**src/rtl/fc_mem_pkg.sv**
```systemverilog
// Shared types for the weight/bias memory read-port arbiter.
// Latency: none (types and constants only).
// Backpressure: none.
package fc_mem_pkg;

  typedef enum logic [1:0] {
    IDLE  = 2'd0,
    BURST = 2'd1,
    DRAIN = 2'd2
  } arb_state_t;

  // Requester indices; also the encoding of the owner and last-served flags.
  localparam logic REQ_CNN = 1'b0;
  localparam logic REQ_FC  = 1'b1;

endpackage

```
**src/rtl/fc_mem_arbiter_if.sv**
```systemverilog
// Requester, memory and status signals of the weight/bias read-port arbiter.
// Latency: none (wiring only).
// Backpressure: none; requesters hold req/addr/count until granted.
interface fc_mem_arbiter_if #(
  parameter int WORD_SIZE         = 16,
  parameter int MEM_ADDRESS_WIDTH = 10,
  parameter int COUNT_WIDTH       = 7
);

  logic                         req0;
  logic                         req1;
  logic [MEM_ADDRESS_WIDTH-1:0] addr0;
  logic [MEM_ADDRESS_WIDTH-1:0] addr1;
  logic [COUNT_WIDTH-1:0]       count0;
  logic [COUNT_WIDTH-1:0]       count1;
  logic                         grant0;
  logic                         grant1;
  logic                         valid0;
  logic                         valid1;
  logic                         done0;
  logic                         done1;
  logic [WORD_SIZE-1:0]         rd_data;
  logic [MEM_ADDRESS_WIDTH-1:0] mem_addr;
  logic                         mem_en;
  logic [WORD_SIZE-1:0]         mem_data;
  logic                         busy;

  // Arbiter side.
  modport slave (
    input  req0, req1, addr0, addr1, count0, count1, mem_data,
    output grant0, grant1, valid0, valid1, done0, done1, rd_data,
           mem_addr, mem_en, busy
  );

  // Requesters plus memory side.
  modport master (
    output req0, req1, addr0, addr1, count0, count1, mem_data,
    input  grant0, grant1, valid0, valid1, done0, done1, rd_data,
           mem_addr, mem_en, busy
  );

endinterface

```
**src/rtl/fc_mem_arbiter_rr_pick2.sv**
```systemverilog
// Two-way round-robin picker: on a tie, selects the requester not served last.
// Latency: combinational.
// Backpressure: none.
module rr_pick2
  import fc_mem_pkg::*;
(
  input  logic req0,
  input  logic req1,
  input  logic last,
  output logic any,
  output logic sel
);

  // Single request wins outright; a tie goes to the requester not served last.
  always_comb begin
    any = req0 | req1;
    sel = REQ_CNN;
    if (req0 && req1) begin
      sel = (last == REQ_FC) ? REQ_CNN : REQ_FC;
    end else if (req1) begin
      sel = REQ_FC;
    end
  end

endmodule

```
**src/rtl/fc_mem_arbiter.sv**
```systemverilog
// Burst-read arbiter sharing one memory read port between CNN loader and FC DMA.
// Latency: grant one edge after request sample, first word one cycle after grant.
// Backpressure: none downstream; a burst occupies N+2 cycles, others wait in req.
module fc_mem_arbiter
  import fc_mem_pkg::*;
#(
  parameter int WORD_SIZE         = 16,
  parameter int MEM_ADDRESS_WIDTH = 10,
  parameter int COUNT_WIDTH       = 7
) (
  input  logic              clk,
  input  logic              rst,
  fc_mem_arbiter_if.slave   bus
);

  arb_state_t                   state_q;
  arb_state_t                   state_d;
  logic                         take;
  logic                         pick_any;
  logic                         pick_sel;
  logic                         last_q;
  logic                         owner_q;
  logic                         grant_q;
  logic                         valid_q;
  logic [MEM_ADDRESS_WIDTH-1:0] addr_q;
  logic [COUNT_WIDTH-1:0]       remain_q;
  logic [MEM_ADDRESS_WIDTH-1:0] req_addr;
  logic [COUNT_WIDTH-1:0]       req_count;

  rr_pick2 u_pick (
    .req0 (bus.req0),
    .req1 (bus.req1),
    .last (last_q),
    .any  (pick_any),
    .sel  (pick_sel)
  );

  // Burst parameters of whichever requester the picker selects.
  always_comb begin
    req_addr  = (pick_sel == REQ_FC) ? bus.addr1  : bus.addr0;
    req_count = (pick_sel == REQ_FC) ? bus.count1 : bus.count0;
  end

  // Next-state logic; a zero-length burst skips BURST so grant and done coincide.
  always_comb begin
    state_d = state_q;
    take    = 1'b0;
    case (state_q)
      IDLE: begin
        if (pick_any) begin
          take    = 1'b1;
          state_d = (req_count == '0) ? DRAIN : BURST;
        end
      end
      BURST: begin
        if (remain_q == COUNT_WIDTH'(1)) begin
          state_d = DRAIN;
        end
      end
      DRAIN:   state_d = IDLE;
      default: state_d = IDLE;
    endcase
  end

  // State register.
  always_ff @(posedge clk or negedge rst) begin
    if (!rst) begin
      state_q <= IDLE;
    end else begin
      state_q <= state_d;
    end
  end

  // Burst bookkeeping: latch on grant, then walk address and remaining count.
  always_ff @(posedge clk or negedge rst) begin
    if (!rst) begin
      last_q   <= REQ_FC;
      owner_q  <= REQ_CNN;
      addr_q   <= '0;
      remain_q <= '0;
    end else if (take) begin
      last_q   <= pick_sel;
      owner_q  <= pick_sel;
      addr_q   <= req_addr;
      remain_q <= req_count;
    end else if (state_q == BURST && state_d == BURST) begin
      addr_q   <= addr_q + MEM_ADDRESS_WIDTH'(1);
      remain_q <= remain_q - COUNT_WIDTH'(1);
    end
  end

  // Grant pulse and word-valid track the one-cycle memory read latency.
  always_ff @(posedge clk or negedge rst) begin
    if (!rst) begin
      grant_q <= 1'b0;
      valid_q <= 1'b0;
    end else begin
      grant_q <= take;
      valid_q <= (state_q == BURST);
    end
  end

  // Steer status to the owner only; the memory port follows the burst state.
  always_comb begin
    bus.grant0   = grant_q && (owner_q == REQ_CNN);
    bus.grant1   = grant_q && (owner_q == REQ_FC);
    bus.valid0   = valid_q && (owner_q == REQ_CNN);
    bus.valid1   = valid_q && (owner_q == REQ_FC);
    bus.done0    = (state_q == DRAIN) && (owner_q == REQ_CNN);
    bus.done1    = (state_q == DRAIN) && (owner_q == REQ_FC);
    bus.rd_data  = bus.mem_data;
    bus.mem_addr = addr_q;
    bus.mem_en   = (state_q == BURST);
    bus.busy     = (state_q != IDLE);
  end

endmodule
```
**src/flat_wrapper.sv**
```systemverilog
// flat-port wrapper written by rule: the top's interface ports become plain ports
module fc_mem_arbiter_flat import fc_mem_pkg::*;
#(
  parameter int WORD_SIZE         = 16,
  parameter int MEM_ADDRESS_WIDTH = 10,
  parameter int COUNT_WIDTH       = 7
)
  (clk, rst, bus_req0, bus_req1, bus_addr0, bus_addr1, bus_count0, bus_count1, bus_mem_data, bus_grant0, bus_grant1, bus_valid0, bus_valid1, bus_done0, bus_done1, bus_rd_data, bus_mem_addr, bus_mem_en, bus_busy);
  fc_mem_arbiter_if #(.WORD_SIZE(WORD_SIZE), .MEM_ADDRESS_WIDTH(MEM_ADDRESS_WIDTH), .COUNT_WIDTH(COUNT_WIDTH)) bus_i ();
  input  logic clk;
  input  logic rst;
  input wire logic [$bits(bus_i.req0)-1:0] bus_req0;
  input wire logic [$bits(bus_i.req1)-1:0] bus_req1;
  input wire logic [$bits(bus_i.addr0)-1:0] bus_addr0;
  input wire logic [$bits(bus_i.addr1)-1:0] bus_addr1;
  input wire logic [$bits(bus_i.count0)-1:0] bus_count0;
  input wire logic [$bits(bus_i.count1)-1:0] bus_count1;
  input wire logic [$bits(bus_i.mem_data)-1:0] bus_mem_data;
  output wire logic [$bits(bus_i.grant0)-1:0] bus_grant0;
  output wire logic [$bits(bus_i.grant1)-1:0] bus_grant1;
  output wire logic [$bits(bus_i.valid0)-1:0] bus_valid0;
  output wire logic [$bits(bus_i.valid1)-1:0] bus_valid1;
  output wire logic [$bits(bus_i.done0)-1:0] bus_done0;
  output wire logic [$bits(bus_i.done1)-1:0] bus_done1;
  output wire logic [$bits(bus_i.rd_data)-1:0] bus_rd_data;
  output wire logic [$bits(bus_i.mem_addr)-1:0] bus_mem_addr;
  output wire logic [$bits(bus_i.mem_en)-1:0] bus_mem_en;
  output wire logic [$bits(bus_i.busy)-1:0] bus_busy;
  assign bus_i.req0 = bus_req0;
  assign bus_i.req1 = bus_req1;
  assign bus_i.addr0 = bus_addr0;
  assign bus_i.addr1 = bus_addr1;
  assign bus_i.count0 = bus_count0;
  assign bus_i.count1 = bus_count1;
  assign bus_i.mem_data = bus_mem_data;
  assign bus_grant0 = bus_i.grant0;
  assign bus_grant1 = bus_i.grant1;
  assign bus_valid0 = bus_i.valid0;
  assign bus_valid1 = bus_i.valid1;
  assign bus_done0 = bus_i.done0;
  assign bus_done1 = bus_i.done1;
  assign bus_rd_data = bus_i.rd_data;
  assign bus_mem_addr = bus_i.mem_addr;
  assign bus_mem_en = bus_i.mem_en;
  assign bus_busy = bus_i.busy;
  fc_mem_arbiter #(.WORD_SIZE(WORD_SIZE), .MEM_ADDRESS_WIDTH(MEM_ADDRESS_WIDTH), .COUNT_WIDTH(COUNT_WIDTH)) u_core (.clk(clk), .rst(rst), .bus(bus_i));
endmodule
```
**config.mk**
```make
export PLATFORM = sky130hd
export DESIGN_NAME = fc_mem_arbiter_flat
export DESIGN_NICKNAME = d
export VERILOG_FILES = /design/src/rtl/fc_mem_pkg.sv /design/src/rtl/fc_mem_arbiter_if.sv /design/src/rtl/fc_mem_arbiter_rr_pick2.sv /design/src/rtl/fc_mem_arbiter.sv /design/src/flat_wrapper.sv
export SDC_FILE = /design/constraint.sdc
export NUM_CORES = 1
export LEC_CHECK = 0
export ABC_AREA = 1
export CORE_MARGIN = 10
export CORE_UTILIZATION = 45
export CTS_CLUSTER_SIZE = 14
export DETAILED_ROUTE_END_ITERATION = 7
export PLACE_DENSITY = 0.86
export SLEW_MARGIN = 20
export SYNTH_ARGS = -nofsm -noshare
export SYNTH_HDL_FRONTEND = slang
export SYNTH_SLANG_ARGS = --single-unit
```
**constraint.sdc**
```tcl
create_clock -name clk -period 3.78 [get_ports clk]
set_clock_uncertainty 0.05 [all_clocks]
set_input_delay 0.756 -clock clk [delete_from_list [all_inputs] [get_ports clk]]
set_output_delay 0.756 -clock clk [all_outputs]
set_load 0.03 [all_outputs]
```
# Yosys cells after proc, flatten, opt, wreduce, memory -nomap -nowiden
# Cells that the tools add are included.
[totals]
register_bits = 23
input_bits = 54
out_inout_bits = 34
word_cells = 42
[classes]
add_sub_neg = 2
eq_ne = 4
n_mux = 15
n_bitwise = 2
n_reduce_logical = 12
[ops]
columns = ["operator", "count"]
rows = [
  ["$mux W10", 3],
  ["$mux W7", 3],
  ["$add A10 B1 Y10 const B", 1],
  ["$logic_and A1 B1 Y1", 8],
  ["$eq A7 B1 Y1 const B", 1],
  ["$logic_not A7 Y1", 1],
  ["$sub A7 B1 Y7 const B", 1],
  ["$mux W2", 3],
  ["$mux W1", 5],
  ["$eq A2 B1 Y1 const B", 2],
  ["$pmux W2 S2", 1],
  ["$reduce_bool A2 Y1", 2],
  ["$eq A2 B2 Y1 const B", 1],
  ["$logic_not A2 Y1", 1],
  ["$not A1 Y1", 1],
  ["$or A1 B1 Y1", 1],
]

# Logic depth before layout (Yosys ltp)
# Gate-level depths: netlist (run 1).
[depth]
depth_word = 11
mapped_depth = 10
depth_no_buf = 10

# By module
# From an unflattened synthesis (run 1), not the netlist that was laid out.
[hier_totals]
hier_cells = 266
hier_area_um2 = 1809.2
[by_module_without_submodules]
columns = ["module", "instances", "cells_per_inst", "area_each_um2", "seq_area_each_um2"]
rows = [
  ["fc_mem_arbiter", 1, 263, 1794.2, 576.8],
  ["rr_pick2", 1, 3, 15.0, 0.0],
]

# Worst setup path after synthesis (run 1)
# OpenSTA, ideal clock, no wires.
[synth_timing]
path_kind = "register -> output"
startpoint = "reg u_core.state_q[1]"
endpoint = "out bus_done1"
t_arrival_ns = 1.128
required_ns = 2.974
slack_ns = 1.846
path_stages_with_launch = 3
path_cell_list = "dfrtp_1 > inv_2 > nor3_1"
[synth_between]
elab_chain_len = 2
[synth_rtl]
columns = ["item", "line_no", "text"]
rows = [
  ["start, declared", "fc_mem_arbiter.sv:16", "arb_state_t state_q;"],
  ["start signal, assigned", "fc_mem_arbiter.sv:70", "state_q <= state_d;"],
  ["$eq A2 B2 Y1", "fc_mem_arbiter.sv:110", "bus.done1 = (state_q == DRAIN) && (owner_q == REQ_FC);"],
  ["$logic_and A1 B1 Y1", "fc_mem_arbiter.sv:110", ""],
  ["end, declared", "flat_wrapper.sv:24", "output wire logic [$bits(bus_i.done1)-1:0] bus_done1;"],
]
# No other way between the ends.

# Final worst setup path (run 1)
[layout_timing]
startpoint = "reg u_core.owner_q"
endpoint = "out bus_done1"
[layout_between]
elab_chain_len = 1
[layout_rtl]
columns = ["item", "line_no", "text"]
rows = [
  ["start, declared", "fc_mem_arbiter.sv:22", "logic owner_q;"],
  ["start signal, assigned", "fc_mem_arbiter.sv:83", "owner_q <= pick_sel;"],
  ["$logic_and A1 B1 Y1", "fc_mem_arbiter.sv:110", ""],
]
# No other way between the ends.

==> impl_metrics.tcl, run 1 <==
set metrics [dict create \
    wl_mm 5.13 \
    synth_edf_count 0 \
    crit_type "reg -> out" \
    die_area_mm2 0.00722 \
    portBuffers 55 \
    setup_viol 0 \
    cts_max_level 1 \
    cp_max_fo 6 \
    synthAdderAreaFrac_pct 1.98 \
    synth_area_leaders "dfrtp_1, nand2_1, buf_4" \
    synth.top_cell.area_share_pct 29.0 \
    syn_inst 280 \
    cp-end-kind "primary output" \
    ys_top_cells_by_count "nand2_1, inv_1, nor2_1" \
    wl_met3_um 451 \
    hold_class "in -> async" \
    syn_avg_cell_area_um2 6.78 \
    max_slew.worst_pin.slew_ns 0.536 \
    grt_pass1_vias 1878 \
    synthMuxAreaShare_pct 0 \
    wl_met1_mm 2.21 \
    clk-insertion-delay-late_ns 0.27 \
    via_count 1885 \
    die_w_um 85.0 \
    rsz0062_at_grt "no" \
    netlist_area_mm2 0.00190 \
    cts.sink_count 23 \
    grt_overflow_total 0 \
    synthFlopType "dfrtp_1" \
    clk_path_buf_depth 2 \
    synth_xor_area_share_pct 0.922 \
    fmax_mhz 411 \
    final_max_slew_viol_count 0 \
    cts_resized 0 \
    fin_crit_ns 2.43 \
    synth.most_common_cell "nand2_1" \
    tritoncts "done" \
    postLayoutCoreUtil_pct 58.4 \
    vias_per_cell 5.16 \
    final_hold_viol_count 0 \
    synth_fp_nets 337 \
    yosysWarnings 0 \
    drive_gt1_share_pct 7.62 \
    track_usage_pct 14.1 \
    cp.required_ns 2.97 \
    async_flop_share_pct 100 \
    wl_met2_mm 2.39 \
    arrival_ns 1.63 \
    fin_crit_sh_pct 64.3 \
    peakVddDrop_mv 0.223 \
    synth-seq-cells 23 \
    r2r_setup_slack_ns 2.01 \
    drv_cap 0 \
    ant_nets 0 \
    diodes 0 \
    area_growth_pct 23.9 \
    drt_iter0_drc 98 \
    synth_compound_area_share_pct 11.3 \
    synth_top_family_by_area "simple AND/OR/NAND/NOR gates" \
    final_area_mm2 0.00235 \
    fp-row-count 23 \
    cellLeakagePower_uw 0.00115 \
    yosys.area_share.simple_pct 37.2 \
    dp_hpwl_mm 4.04 \
    start_util_pct 47.1 \
    hold_slack_ns 0.411 \
    gp_congestion 0.879 \
    synth_area_leader_cell "dfrtp_1" \
    antenna_found_initial 0 \
    status "completed" \
    start_kind "flip-flop" \
    top_layer_used "met4" \
    place_area_mm2 0.00231 \
    fin_nets 373 \
    wire_per_inst_um 14.1 \
    hold_buffers 0 \
    postCtsSetupBuffers 0 \
    tns_ns 0 \
    nFillCells 395 \
    root_buffer "clkbuf_8" \
    coreArea_mm2 0.00403 \
    power_density_mw_per_mm2 701 \
    drtPass1Iterations 4 \
    ios 88 \
    cts_buffers 3 \
    synth_cell_types 30 \
    drc 0 \
    dieHeight_um 85.0 \
    clk_pin_slew_ns 0.09 \
    grt_first_pass_wirelength_mm 8.76 \
    grt_max_degree 28 \
    relSlewSlack_pct 64.3 \
    synth_seq_area_share_pct 30.4 \
]
-- path summary, 6_finish.rpt --
kind | start | endpoint | cells past startpoint
setup / recovery | u_core.owner_q$_DFFE_PN0P_ | bus_done1 | 3
hold / removal | rst | u_core.bus.mem_addr[7]$_DFFE_PN0P_ | 1
setup reg to reg | u_core.bus.mem_addr[0]$_DFFE_PN0P_ | u_core.bus.mem_addr[6]$_DFFE_PN0P_ | 8
hold reg to reg | u_core.last_q$_DFFE_PN1P_ | u_core.last_q$_DFFE_PN1P_ | 2
max in group asynchronous | rst | u_core.last_q$_DFFE_PN1P_ | 1
min in group clk | u_core.last_q$_DFFE_PN1P_ | u_core.last_q$_DFFE_PN1P_ | 2
-- kinds of logic after synthesis --
| logic type | Yosys count |
|---|---|
| and+or+nand+nor | 152 |
| DFF | 23 |
| adders and majority gates | 3 |
| AOI/OAI and AO/OA | 38 |
| buffers and inverters | 62 |
| xor gates and xnor gates | 2 |
-- critical path, cell delays in order, from the launching register on --
cell             delay (ns)
dfrtp_1                0.45
inv_1                  0.08
nor3_1                 0.14
clkdlybuf4s50_1        0.70
-- report_power, final --
| group | switching [uW] | internal [uW] |
|---|---|---|
| clock network | 81.2 | 75.4 |
| logic | 595 | 380 |
| registers | 150 | 368 |
| total | 827 | 823 |
-- cell usage in the layout, fill, tap and decap left out --
cell type	synthesis	routed
nand2_1	81	81
clkdlybuf4s50_1	0	54
inv_1	33	33
nor2_1	25	25
o21ai_0	22	22
dfrtp_1	22	22
nand3_1	19	19
nand3b_1	6	6
a21oi_1	5	5
nand4_1	5	5
inv_2	4	4
nor3_1	4	4
nand2_4	3	3
o21bai_1	3	3
o211ai_1	3	3
ha_1	3	3
clkbuf_8	0	3
nor2_4	2	2
nand2_2	2	2
a21oi_2	2	2
or2_2	2	2
o21ai_1	2	2
nor2_8	1	1
nor2_2	1	1
nand3_2	1	1
xnor2_1	1	1
o22ai_1	1	1
inv_6	1	1
xor2_1	1	1
clkbuf_1	0	1
buf_2	0	1
dfstp_2	1	1
-- per-layer routing --
layer / GRT usage, % / up-vias
li1: - / 935
met1: 16.5 / 856
met2: 23.9 / 85
met3: 4.49 / 9
met4: 3.89 / 0
met5: 0 / -
-- metrics by stage --
step	worst slack, ns	instances	total power (uW)
after global placement	1.18	361	1460
after detailed placement	1.10	361	1490
after CTS	1.32	365	1650
after global routing	1.24	365	1790
final	1.35	365	1650
after floorplan	1.85	280	1200
-- area by class of cell --
type	instances	area, um^2	area share [%]
multi-input cells	195	976	41.5
flip-flops and latches	23	577	24.5
repair buffers	55	546	23.2
inverters	38	148	6.27
well taps	50	62.6	2.66
clock buffers	4	45.0	1.91
-- flip-flops by register name, summed over array words and instances, names as in the netlist --
| name | cells |
|---|---|
| u_core.bus.mem_addr | 10 |
| u_core.remain_q | 7 |
| u_core.grant_q | 1 |
| u_core.owner_q | 1 |
| u_core.valid_q | 1 |
| u_core.state_q | 2 |
| u_core.last_q | 1 |
No activity file was read; power rests on OpenSTA's default activity.
==> run 2, diff against run 1 <==
Settings changed: CORE_UTILIZATION 45 to 42, PLACE_DENSITY 0.86 to 0.81.
Clock period 3.78 ns to 2.4 ns, I/O delays scaled along.
==> run 2 against run 1 <==
Effect of this change: first-iteration DRC count is 9.2% higher; sequential power up 55%; largest power group unchanged; hold slack gained 0.033 ns; clock-buffer cell count is the same; sequential share of layout area shrank 0.31 points; flip-flop and latch count unchanged; power up 56%; register-to-register slack worse by 1.4 ns; die area increased by 5.4%; via count decreased by 1.7%; cell count is 1.4% higher.
==> impl_metrics.tcl, run 2 (synthesis results as in run 1) <==
set metrics [dict create \
    largest_reg_flops 10 \
    status "completed" \
    coreArea_mm2 0.00435 \
    cp_max_fo 6 \
    total_power_uw 2570 \
    cp-end-kind "primary output" \
    wire_per_inst_um 13.7 \
    setup_viol 0 \
    grt_first_pass_wirelength_mm 8.58 \
    via_count 1853 \
    fin_crit_ns 2.15 \
    rsz0062_at_grt "no" \
    cts_resized 0 \
    drc 0 \
    relSlewSlack_pct 77.9 \
    drv_cap 0 \
    arrival_ns 1.62 \
    final_hold_viol_count 0 \
    start_util_pct 43.6 \
    final_max_slew_viol_count 0 \
    fmax_mhz 465 \
    clk_path_buf_depth 2 \
    root_buffer "clkbuf_8" \
    nFillCells 418 \
    grt_overflow_total 0 \
    track_usage_pct 13.5 \
    final_common_cell "nand2_1" \
    start_kind "flip-flop" \
    clk-insertion-delay-late_ns 0.27 \
    tritoncts "done" \
    dieHeight_um 87.2 \
    most-common-layout-cells "nand2_1, clkdlybuf4s50_1, inv_1, nor2_1" \
    fin_crit_sh_pct 89.5 \
    power_density_mw_per_mm2 1080 \
    cellLeakagePower_uw 0.00116 \
    drive_gt1_share_pct 8.18 \
    portBuffers 55 \
    ios 88 \
    die_area_mm2 0.00761 \
    hold_buffers 0 \
    hold_class "reg -> reg" \
    grt_max_degree 24 \
    cts_buffers 3 \
    vias_per_cell 5.01 \
    postCtsSetupBuffers 0 \
    gp_congestion 0.857 \
    fin_nets 376 \
    wl_mm 5.07 \
    peakVddDrop_mv 0.403 \
    max_slew.worst_pin.slew_ns 0.331 \
    area_growth_pct 25.5 \
    die_w_um 87.2 \
    antenna_found_initial 0 \
    crit_type "reg -> out" \
    cp.required_ns 1.87 \
    dp_hpwl_mm 4.06 \
    drt_iter0_drc 107 \
    clk_pin_slew_ns 0.08 \
    drtPass1Iterations 4 \
    grt_pass1_vias 1861 \
    cts.sink_count 23 \
    cts_max_level 1 \
    diodes 0 \
    fp-row-count 24 \
    tns_ns 0 \
    ant_nets 0 \
]
## run 2: changes by cell type in the layout (fill, tap and decap cells not counted)
cell and delta:
buf_2 -1, buf_4 +3, clkdlybuf4s50_1 +1
## run 2: final timing paths
path,cells after the start,slack [ns],endpoint,startpoint
hold reg to reg,2,0.44,u_core.last_q$_DFFE_PN1P_,u_core.last_q$_DFFE_PN1P_
hold / removal,2,0.44,u_core.last_q$_DFFE_PN1P_,u_core.last_q$_DFFE_PN1P_
setup / recovery,3,0.25,bus_done1,u_core.owner_q$_DFFE_PN0P_
setup reg to reg,10,0.61,u_core.bus.mem_addr[4]$_DFFE_PN0P_,u_core.remain_q[1]$_DFFE_PN0P_
min in group asynchronous,2,0.52,u_core.bus.mem_addr[0]$_DFFE_PN0P_,rst
max in group asynchronous,2,1.49,u_core.last_q$_DFFE_PN1P_,rst
## run 2: per-stage QoR
stage          area (um^2)  utilization [%]  hold slack [ns]  cells  worst slack (ns)
6_report              2380             54.7            0.444    370             0.252
5_1_grt               2380             54.7            0.464    370             0.155
4_1_cts               2380             54.7            0.452    370             0.239
3_5_place_dp          2340             53.7            0.441    366             0.191
3_3_place_gp          2340             53.7            0.434    366             0.248
2_1_floorplan         1900                -            0.134    280             0.742
## run 2: metal layers
layer	GRT usage [%]	wire length [um]	up-vias
met5	0	0	-
met4	4.35	55	0
met3	4.78	560	9
met2	21.6	2240	82
met1	16.4	2220	818
li1	-	-	944
## run 2: power breakdown
part / switching (uW) / leakage, uW / total, uW / internal (uW)
combinational: 922 / 0.000868 / 1530 / 603
clock: 125 / 0.0000228 / 243 / 119
sequential: 225 / 0.000271 / 804 / 579
total: 1270 / 0.00116 / 2570 / 1300
## run 2: worst max-delay path, cell delays in order, from the launching register on
cell and delay (ns):
dfrtp_1 0.43, inv_1 0.08, nor3_1 0.13, clkdlybuf4s50_1 0.71
## run 2: area by class of cell
cell class	instances	area [um^2]	share of cell area, %
repair buffers	58	573	24.0
flip-flops and latches	23	577	24.2
well taps	52	65.1	2.73
clock buffers	4	45.0	1.89
multi-input cells	195	976	40.9
inverters	38	148	6.19
